<file path="src/rtl/simcomp_pkg.sv">
// Definitions shared between the program loader and the simple computer core.
package simcomp_pkg;

  localparam int          ADDR_W_DEFAULT    = 12;
  localparam int          MEM_DEPTH_DEFAULT = 64;
  localparam logic [7:0]  HEADER_DEFAULT    = 8'hA5;

  typedef enum logic [3:0] {
    S_IDLE,
    S_ADDR_HI,
    S_ADDR_LO,
    S_COUNT,
    S_DATA_HI,
    S_DATA_LO,
    S_CHECK,
    S_DONE,
    S_ERROR
  } state_t;

endpackage

</file>
<file path="src/rtl/simcomp_loader.sv">
// Byte-serial framed image loader: writes 16-bit words into core memory,
// verifies an XOR checksum, then releases the core at the frame's start address.
module simcomp_loader
  import simcomp_pkg::*;
#(
  parameter int         ADDR_W    = simcomp_pkg::ADDR_W_DEFAULT,
  parameter int         MEM_DEPTH = simcomp_pkg::MEM_DEPTH_DEFAULT,
  parameter logic [7:0] HEADER    = simcomp_pkg::HEADER_DEFAULT
) (
  input  logic              clock,
  input  logic              reset,
  input  logic [7:0]        in_data,
  input  logic              in_valid,
  output logic              in_ready,
  output logic              mem_we,
  output logic [ADDR_W-1:0] mem_addr,
  output logic [15:0]       mem_wdata,
  output logic              cpu_run,
  output logic [ADDR_W-1:0] start_pc,
  output logic              done,
  output logic              error
);

  localparam logic [ADDR_W:0] DEPTH_LIM = (ADDR_W+1)'(MEM_DEPTH);

  state_t            state, state_n;
  logic              ready_q;
  logic              xfer;
  logic [7:0]        addr_hi_b, hi_b, remaining, chk;
  logic [ADDR_W-1:0] base, waddr;
  logic [15:0]       addr16;
  logic [ADDR_W:0]   span;
  logic              fire_write, set_done, set_err;

  assign in_ready = ready_q && (state != S_DONE);
  assign xfer     = in_valid && in_ready;
  assign addr16   = {addr_hi_b, in_data};
  // Range check is evaluated one bit wider than the address so it cannot wrap.
  assign span     = {1'b0, base} + (ADDR_W+1)'(in_data);

  always_ff @(posedge clock or posedge reset) begin
    if (reset) state <= S_IDLE;
    else       state <= state_n;
  end

  always_comb begin
    state_n    = state;
    fire_write = 1'b0;
    set_done   = 1'b0;
    set_err    = 1'b0;
    case (state)
      S_IDLE:    if (xfer && in_data == HEADER) state_n = S_ADDR_HI;
      S_ADDR_HI: if (xfer) state_n = S_ADDR_LO;
      S_ADDR_LO: if (xfer) state_n = S_COUNT;
      S_COUNT:
        if (xfer) begin
          if (span > DEPTH_LIM) begin
            state_n = S_ERROR;
            set_err = 1'b1;
          end else if (in_data == 8'd0) begin
            state_n = S_CHECK;
          end else begin
            state_n = S_DATA_HI;
          end
        end
      S_DATA_HI: if (xfer) state_n = S_DATA_LO;
      S_DATA_LO:
        if (xfer) begin
          fire_write = 1'b1;
          state_n    = (remaining == 8'd1) ? S_CHECK : S_DATA_HI;
        end
      S_CHECK:
        if (xfer) begin
          if (in_data == chk) begin
            state_n  = S_DONE;
            set_done = 1'b1;
          end else begin
            state_n  = S_ERROR;
            set_err  = 1'b1;
          end
        end
      default: state_n = state;
    endcase
  end

  always_ff @(posedge clock or posedge reset) begin
    if (reset) begin
      ready_q   <= 1'b0;
      addr_hi_b <= '0;
      hi_b      <= '0;
      remaining <= '0;
      chk       <= '0;
      base      <= '0;
      waddr     <= '0;
      mem_we    <= 1'b0;
      mem_addr  <= '0;
      mem_wdata <= '0;
      cpu_run   <= 1'b0;
      start_pc  <= '0;
      done      <= 1'b0;
      error     <= 1'b0;
    end else begin
      ready_q <= 1'b1;
      mem_we  <= fire_write;
      if (xfer) begin
        case (state)
          S_IDLE:    chk <= '0;
          S_ADDR_HI: begin addr_hi_b <= in_data; chk <= chk ^ in_data; end
          S_ADDR_LO: begin
            base  <= addr16[ADDR_W-1:0];
            waddr <= addr16[ADDR_W-1:0];
            chk   <= chk ^ in_data;
          end
          S_COUNT:   begin remaining <= in_data; chk <= chk ^ in_data; end
          S_DATA_HI: begin hi_b <= in_data; chk <= chk ^ in_data; end
          S_DATA_LO: begin
            mem_addr  <= waddr;
            mem_wdata <= {hi_b, in_data};
            waddr     <= waddr + 1'b1;
            remaining <= remaining - 8'd1;
            chk       <= chk ^ in_data;
          end
          default: ;
        endcase
      end
      if (set_done) begin
        done     <= 1'b1;
        cpu_run  <= 1'b1;
        start_pc <= base;
      end
      if (set_err) error <= 1'b1;
    end
  end

endmodule

</file>
<file path="config.mk">
export PLATFORM = sky130hd
export DESIGN_NAME = simcomp_loader
export DESIGN_NICKNAME = d
export VERILOG_FILES = /design/src/rtl/simcomp_pkg.sv /design/src/rtl/simcomp_loader.sv
export SDC_FILE = /design/constraint.sdc
export NUM_CORES = 1
export LEC_CHECK = 0
export ABC_AREA = 1
export BUFFER_PORTS_ARGS = -buffer_cell sky130_fd_sc_hd__buf_2
export CORE_MARGIN = 4
export CORE_UTILIZATION = 59
export CTS_CLUSTER_SIZE = 24
export DETAILED_ROUTE_END_ITERATION = 8
export GPL_TIMING_DRIVEN = 0
export PLACE_DENSITY = 0.86
export SKIP_LAST_GASP = 1
export SYNTH_ARGS = -nofsm -noshare
export SYNTH_HDL_FRONTEND = slang
export SYNTH_SLANG_ARGS = --single-unit
</file>
<file path="constraint.sdc">
create_clock -name clock -period 3.85 [get_ports clock]
set_input_delay 0.5775 -clock clock [delete_from_list [all_inputs] [get_ports clock]]
set_output_delay 0.5775 -clock clock [all_outputs]
set_load 0.02 [all_outputs]
</file>
* After elaboration in Yosys (flattened, before gate mapping)
Cells that the tools add are included.
** Word-level totals
- Register bits :: 100
- Bits in latches :: 0
- Memory bits (writable) :: 0
- Bits in read-only memories :: 0
- Input port bits :: 11
- Output and inout bits :: 45
- Logic and storage cells :: 79
- Memories :: 0
** Cells by class
- $add $sub $neg :: 3
- $mul :: 0
- Divide/modulo/power cells :: 0
- Magnitude comparators :: 1
- Eq/ne operators :: 17
- Shifts and indexed selects :: 0
- Muxes and demuxes :: 25
- Bitwise gates (word level) :: 1
- Reduce and logical (&&, ||, !) cells :: 18
** Operators with widths (number)
- 4-bit two-way mux :: 9
- 8-bit case mux with 2 select lines :: 2
- 4-bit case mux with 7 select lines :: 1
- 12-bit case mux with 2 select lines :: 1
- 2-bit inequality test (second input constant) :: 7
- 2-bit AND reduction :: 7
- 12-bit by 8-bit adder with 13-bit output :: 1
- 13-bit by 7-bit greater-than comparator with 1-bit output (second input constant) :: 1
- 12-bit by 1-bit adder with 12-bit output (second input constant) :: 1
- 4-bit by 3-bit == test with 1-bit output (second input constant) :: 3
- 1-bit two-way mux :: 9
- 4-bit by 2-bit == test with 1-bit output (second input constant) :: 2
- 8-bit by 1-bit == test with 1-bit output (second input constant) :: 1
- 8-bit == test :: 1
- 8-bit == test (second input constant) :: 1
- 8-bit logical NOT :: 1
- 8-bit AND reduction :: 1
- 8-bit by 1-bit subtractor with 8-bit output (second input constant) :: 1
- 8-bit XOR :: 1
- 7-bit nonzero test :: 1
- 2-bit nonzero test :: 3
- 5-bit OR reduction :: 1
- 4-bit by 1-bit == test with 1-bit output (second input constant) :: 1
- 4-bit logical NOT :: 1
- 4 further kinds :: 7

* Logic depth before layout (Yosys ltp)
- Depth in word-level cells :: 6
- Depth in mapped cells :: 16
- Gate-level depth less buffers :: 16

* Worst setup path after synthesis
Ideal clock, no wire load.
- Path type :: input to register
- Start point :: input in_data[0]
- End point :: register error
- Library setup time :: 0.122 ns
- Arrival :: 2.085 ns
- Data required time :: 3.728 ns
- Slack :: 1.643 ns
- Cell stages on the path :: 14
- Path buffers :: 0
- Cell sequence :: ha_1 > fa_1 > nand2_1 > nand2_1 > nand3_1 > nand2_1 > nand2_1 > nand2_1 > nand2_1 > nand3_1 > nor2_2 > nor2_1 > o21bai_2 > nand2_1
** Between the ends
- Word-level cells in the longest chain between the ends :: 5
- Elaborated cells on any way between the ends :: 8
- Those cells by class :: add/sub: 1; order compare: 1; eq/ne: 1; mux: 5
** Ends and longest elaborated chain
- start, declared :: RTL line simcomp_loader.sv:12 : input logic [7:0] in_data,
- 12-bit by 8-bit adder with 13-bit output :: RTL line simcomp_loader.sv:39 : assign span = {1'b0, base} + (ADDR_W+1)'(in_data);
- 13-bit by 7-bit greater-than comparator with 1-bit output :: RTL line simcomp_loader.sv:57 : if (span > DEPTH_LIM) begin
- 1-bit two-way mux :: RTL line simcomp_loader.sv:57
- 1-bit two-way mux :: RTL line simcomp_loader.sv:56 : if (xfer) begin
- 1-bit case mux with 2 select lines * :: RTL line simcomp_loader.sv:51 : case (state)
- end signal, assigned :: RTL line simcomp_loader.sv:101 : error <= 1'b0;
- end signal, assigned :: RTL line simcomp_loader.sv:131 : if (set_err) error <= 1'b1;
- end, declared :: RTL line simcomp_loader.sv:21 : output logic error
Mark *: on every way between the ends. The rest lies on a longest branch, timed or not.
A chain may end at the register's enable or synchronous reset.

* Worst setup path after layout
- Start point :: register base[0]
- End point :: register error
** Between the ends
- Word-level cells in the longest chain between the ends :: 5
** Ends and longest elaborated chain
- start, declared :: RTL line simcomp_loader.sv:30 : logic [ADDR_W-1:0] base, waddr;
- start signal, assigned :: RTL line simcomp_loader.sv:110 : base <= addr16[ADDR_W-1:0];
- 12-bit by 8-bit adder with 13-bit output :: RTL line simcomp_loader.sv:39
- 13-bit by 7-bit greater-than comparator with 1-bit output :: RTL line simcomp_loader.sv:57
- 1-bit two-way mux :: RTL line simcomp_loader.sv:57
- 1-bit two-way mux :: RTL line simcomp_loader.sv:56
- 1-bit case mux with 2 select lines :: RTL line simcomp_loader.sv:51
Every way passes these cells.

==> results.ini <==
[outcome]
outcome=complete, no violations

[global_routing]
antenna_found_initial=0
grt.overflow.total=0
grt_max_degree=66
grt_util_met2_pct=41.1
globalRouteTotalUtil_pct=25.5
grt_busiest_layer=met2
grt_first_pass_wirelength_mm=20.6
grt.met3_usage_pct=4.57
first_global_vias=4296
grt_use_met1_pct=34.8

[clock_network]
worst_skew_late_latency_ns=0.38
clock_path_buffers=2
cts.repair.resized=0
number_of_buffers_inserted_to_repair_setup_after_cts=0
clkSlewWorstSetupHoldPaths_ns=0.10
cts_made_buffers=9
cts.htree.levels=3
post_cts_hold_buffer_count=0
clock_sink_count=100
cts.root.buffer_cell=sky130_fd_sc_hd__clkbuf_8
cts_tree=yes

[critical_path]
r2r_end=error
arrival_ns=2.62
critical-path-max-stage-delay_ns=0.43
critPathSlowestCell=sky130_fd_sc_hd__dfrtp_1
path_delay_family=simple AND/OR/NAND/NOR gates
startpoint_type=flop
critPathMaxFanout=4
worst_setup_path_class=flop to flop
critical_path.most_common_cell=sky130_fd_sc_hd__nand2_1
cp.required_ns=4.12
critical_path.reg2reg.startpoint=base[0]
worst-path-buf-inv=0
reg2reg_setup_slack_ns=1.50
r2r.worst_path.cells=14
crit_path_start=base[0]
cp_cell_sequence=ha_1, fa_1, nand2_1, nand2_1, nand3_1, nand2_1, nand2_1, nand2_1, nand2_1, nand3_1, nor2_2, nor2_1, o21bai_2, nand2_1
critPathCaptureType=flop

[power]
clkPwrFrac_pct=37.6
max-vdd-ir-drop_uv=205
seq_power_share_pct=57.8
power_report.internal_total_mw=1.38
static_leak_nw=3.06
power_per_cell_area_nw_per_um2=317
net_load_switching_power_mw=0.438
power_frac_comb_pct=4.6
switching_portion_of_total_power_pct=24.1

[timing]
setup_viol=0
finalCriticalPeriod_ns=2.35
final-hold-violation-count=0
slew_viol_final=0
holdWs_ns=0.204
achievable-frequency_mhz=425
timing.max_slew.rel_slack_pct=59.8
clock_skew_ns=0.0120
tightest_slew_ns=0.598
fin_tns_setup_ns=0
post-route-period-util_pct=61.0
grt_setup_unrepaired=false

[cells_and_area]
finish.net_count=717
filler_cell_count=637
final_layout_size_suffix_gt1_share_pct=16.3
flow.area_growth_from_synthesis_pct=12.6
ff_latch_area_um2=2500
final_core_utilization_pct=68.9
multiInputGateArea_um2=2200
antenna_cells_inserted=0
design_area_um2=5720

[synth]
netlist_area_um2=5080
post_synth_main_area_contributors=sky130_fd_sc_hd__dfrtp_1 (49%), sky130_fd_sc_hd__nand2_1 (14%), sky130_fd_sc_hd__o21ai_0 (6.5%), sky130_fd_sc_hd__inv_1 (4.6%), sky130_fd_sc_hd__nand3_1 (3.3%)
yosysWarnings=0
synthesis.area_per_instance_um2=8.10
yosysTopAreaCell=sky130_fd_sc_hd__dfrtp_1
synth.top_cell.area_share_pct=49.2
synth.yosys.seq_area_share_pct=49.2
async_flop_share_pct=100
synth_enable_flop_cells=0
yosys.cell_types.count=38
synthesis.instances=627
syn-num-nets=650
yosys_most_used_dff=sky130_fd_sc_hd__dfrtp_1
ys_seq_elements=100

[placed_design]
dpl.hpwl_mm=9.07
port_buffers=55
routabilityCongestion=0.922
placed_cell_area_um2=5520

[run]
cap_viol_max_count=0

[detailed_routing]
ant_nets=0
drt_wl_total_mm=12.1
drt-initial-drc-count=302
count_of_unresolved_drc_violations_after_routing=0
routed-via-count=4474
first_pass_iters=5
via_per_inst=5.56
post_drt_wl_per_cell_um=15.1

[floorplan]
die_w_um=101
placement_rows=33
die_area_um2=10200
initial_utilization_pct=61.2
die_y_um=101
fp.coreArea_um2=8300
io_pins=56

[hold_path]
holdCritPathClass=input port to asynchronous set/reset pin

-- area by class of cell --
type                       instances  share of cell area [%]
buffer                            18                    1.90
inverter                          71                    4.70
clock inverter                     6                    1.33
clock buffer                      10                    2.23
sequential                       100                    43.7
tap                              105                    2.30
timing repair buffer              56                    5.29
multi-input combinational        438                    38.5
-- layer usage --
metal / up-vias / wire [um] / part of all wire, %
li1: 2167 / - / -
met1: 2132 / 5190 / 43
met2: 153 / 5950 / 49
met3: 22 / 727 / 6.0
met4: 0 / 246 / 2.0
met5: - / 0 / 0
-- cell usage in the layout (no fill, tap or decap), types with 9 or more instances in the layout --
master                     instances
sky130_fd_sc_hd__a21oi_1          17
sky130_fd_sc_hd__buf_2            63
sky130_fd_sc_hd__clkbuf_8          9
sky130_fd_sc_hd__dfrtp_1         100
sky130_fd_sc_hd__ha_1             11
sky130_fd_sc_hd__inv_1            61
sky130_fd_sc_hd__inv_2             9
sky130_fd_sc_hd__nand2_1         188
sky130_fd_sc_hd__nand3_1          33
sky130_fd_sc_hd__nor2_1           40
sky130_fd_sc_hd__o21ai_0          66
sky130_fd_sc_hd__o21ai_1          15
-- per-stage QoR --
step                      cells  setup slack (ns)  total power [mW]
after global routing        804              1.33              1.88
after floorplan             627             0.654              1.12
after detailed placement    788              1.21              1.15
after CTS                   804              1.52              1.83
after global placement      787            -0.297              1.15
final                       804              1.50              1.82
-- sequential cells by signal (all words and copies together), names as in the netlist --
register / flops
error: 1
addr_hi_b: 4
hi_b: 8
done: 1
start_pc: 12
waddr: 12
remaining: 8
mem_addr: 12
mem_we: 1
state: 4
ready_q: 1
chk: 8
mem_wdata: 16
base: 12
-- synthesized netlist by cell type (4+ instances only) --
cell / instances
sky130_fd_sc_hd__a21oi_1: 17
sky130_fd_sc_hd__a22oi_1: 5
sky130_fd_sc_hd__a31oi_1: 6
sky130_fd_sc_hd__buf_2: 8
sky130_fd_sc_hd__clkbuf_1: 4
sky130_fd_sc_hd__dfrtp_1: 100
sky130_fd_sc_hd__ha_1: 11
sky130_fd_sc_hd__inv_1: 62
sky130_fd_sc_hd__inv_2: 9
sky130_fd_sc_hd__nand2_1: 188
sky130_fd_sc_hd__nand3_1: 33
sky130_fd_sc_hd__nand4_1: 8
sky130_fd_sc_hd__nor2_1: 40
sky130_fd_sc_hd__nor2_2: 4
sky130_fd_sc_hd__nor3_1: 6
sky130_fd_sc_hd__o21ai_0: 66
sky130_fd_sc_hd__o21ai_1: 15
sky130_fd_sc_hd__xnor2_1: 8
sky130_fd_sc_hd__xor2_1: 6
-- cell families after synthesis --
kind of cell / synth area share, %
buffers and inverters: 7.39
AOI/OAI and AO/OA: 12.8
adders and majority gates: 3.10
other: 0.0738
xor gates and xnor gates: 2.41
and+or+nand+nor: 25.0
DFF: 49.2
-- power groups by stage --
stage	logic, mW	registers (mW)	clock network, mW
detailed placement	0.0840	1.07	0
floorplan	0.0495	1.07	0
finish	0.0834	1.05	0.683
CTS	0.0845	1.05	0.693
global route	0.0938	1.05	0.734
global placement	0.0782	1.07	0
-- worst max-delay path by stage --
stage,endpoint,slack (ns),cells past startpoint
6_report,error,1.50,14
5_1_grt,error,1.33,14
4_1_cts,error,1.52,14
3_5_place_dp,error,1.21,15
3_3_place_gp,remaining[5],-0.30,2
2_1_floorplan,addr_hi_b[0],0.65,1
Note: power is estimated with default switching activity, not from simulation.
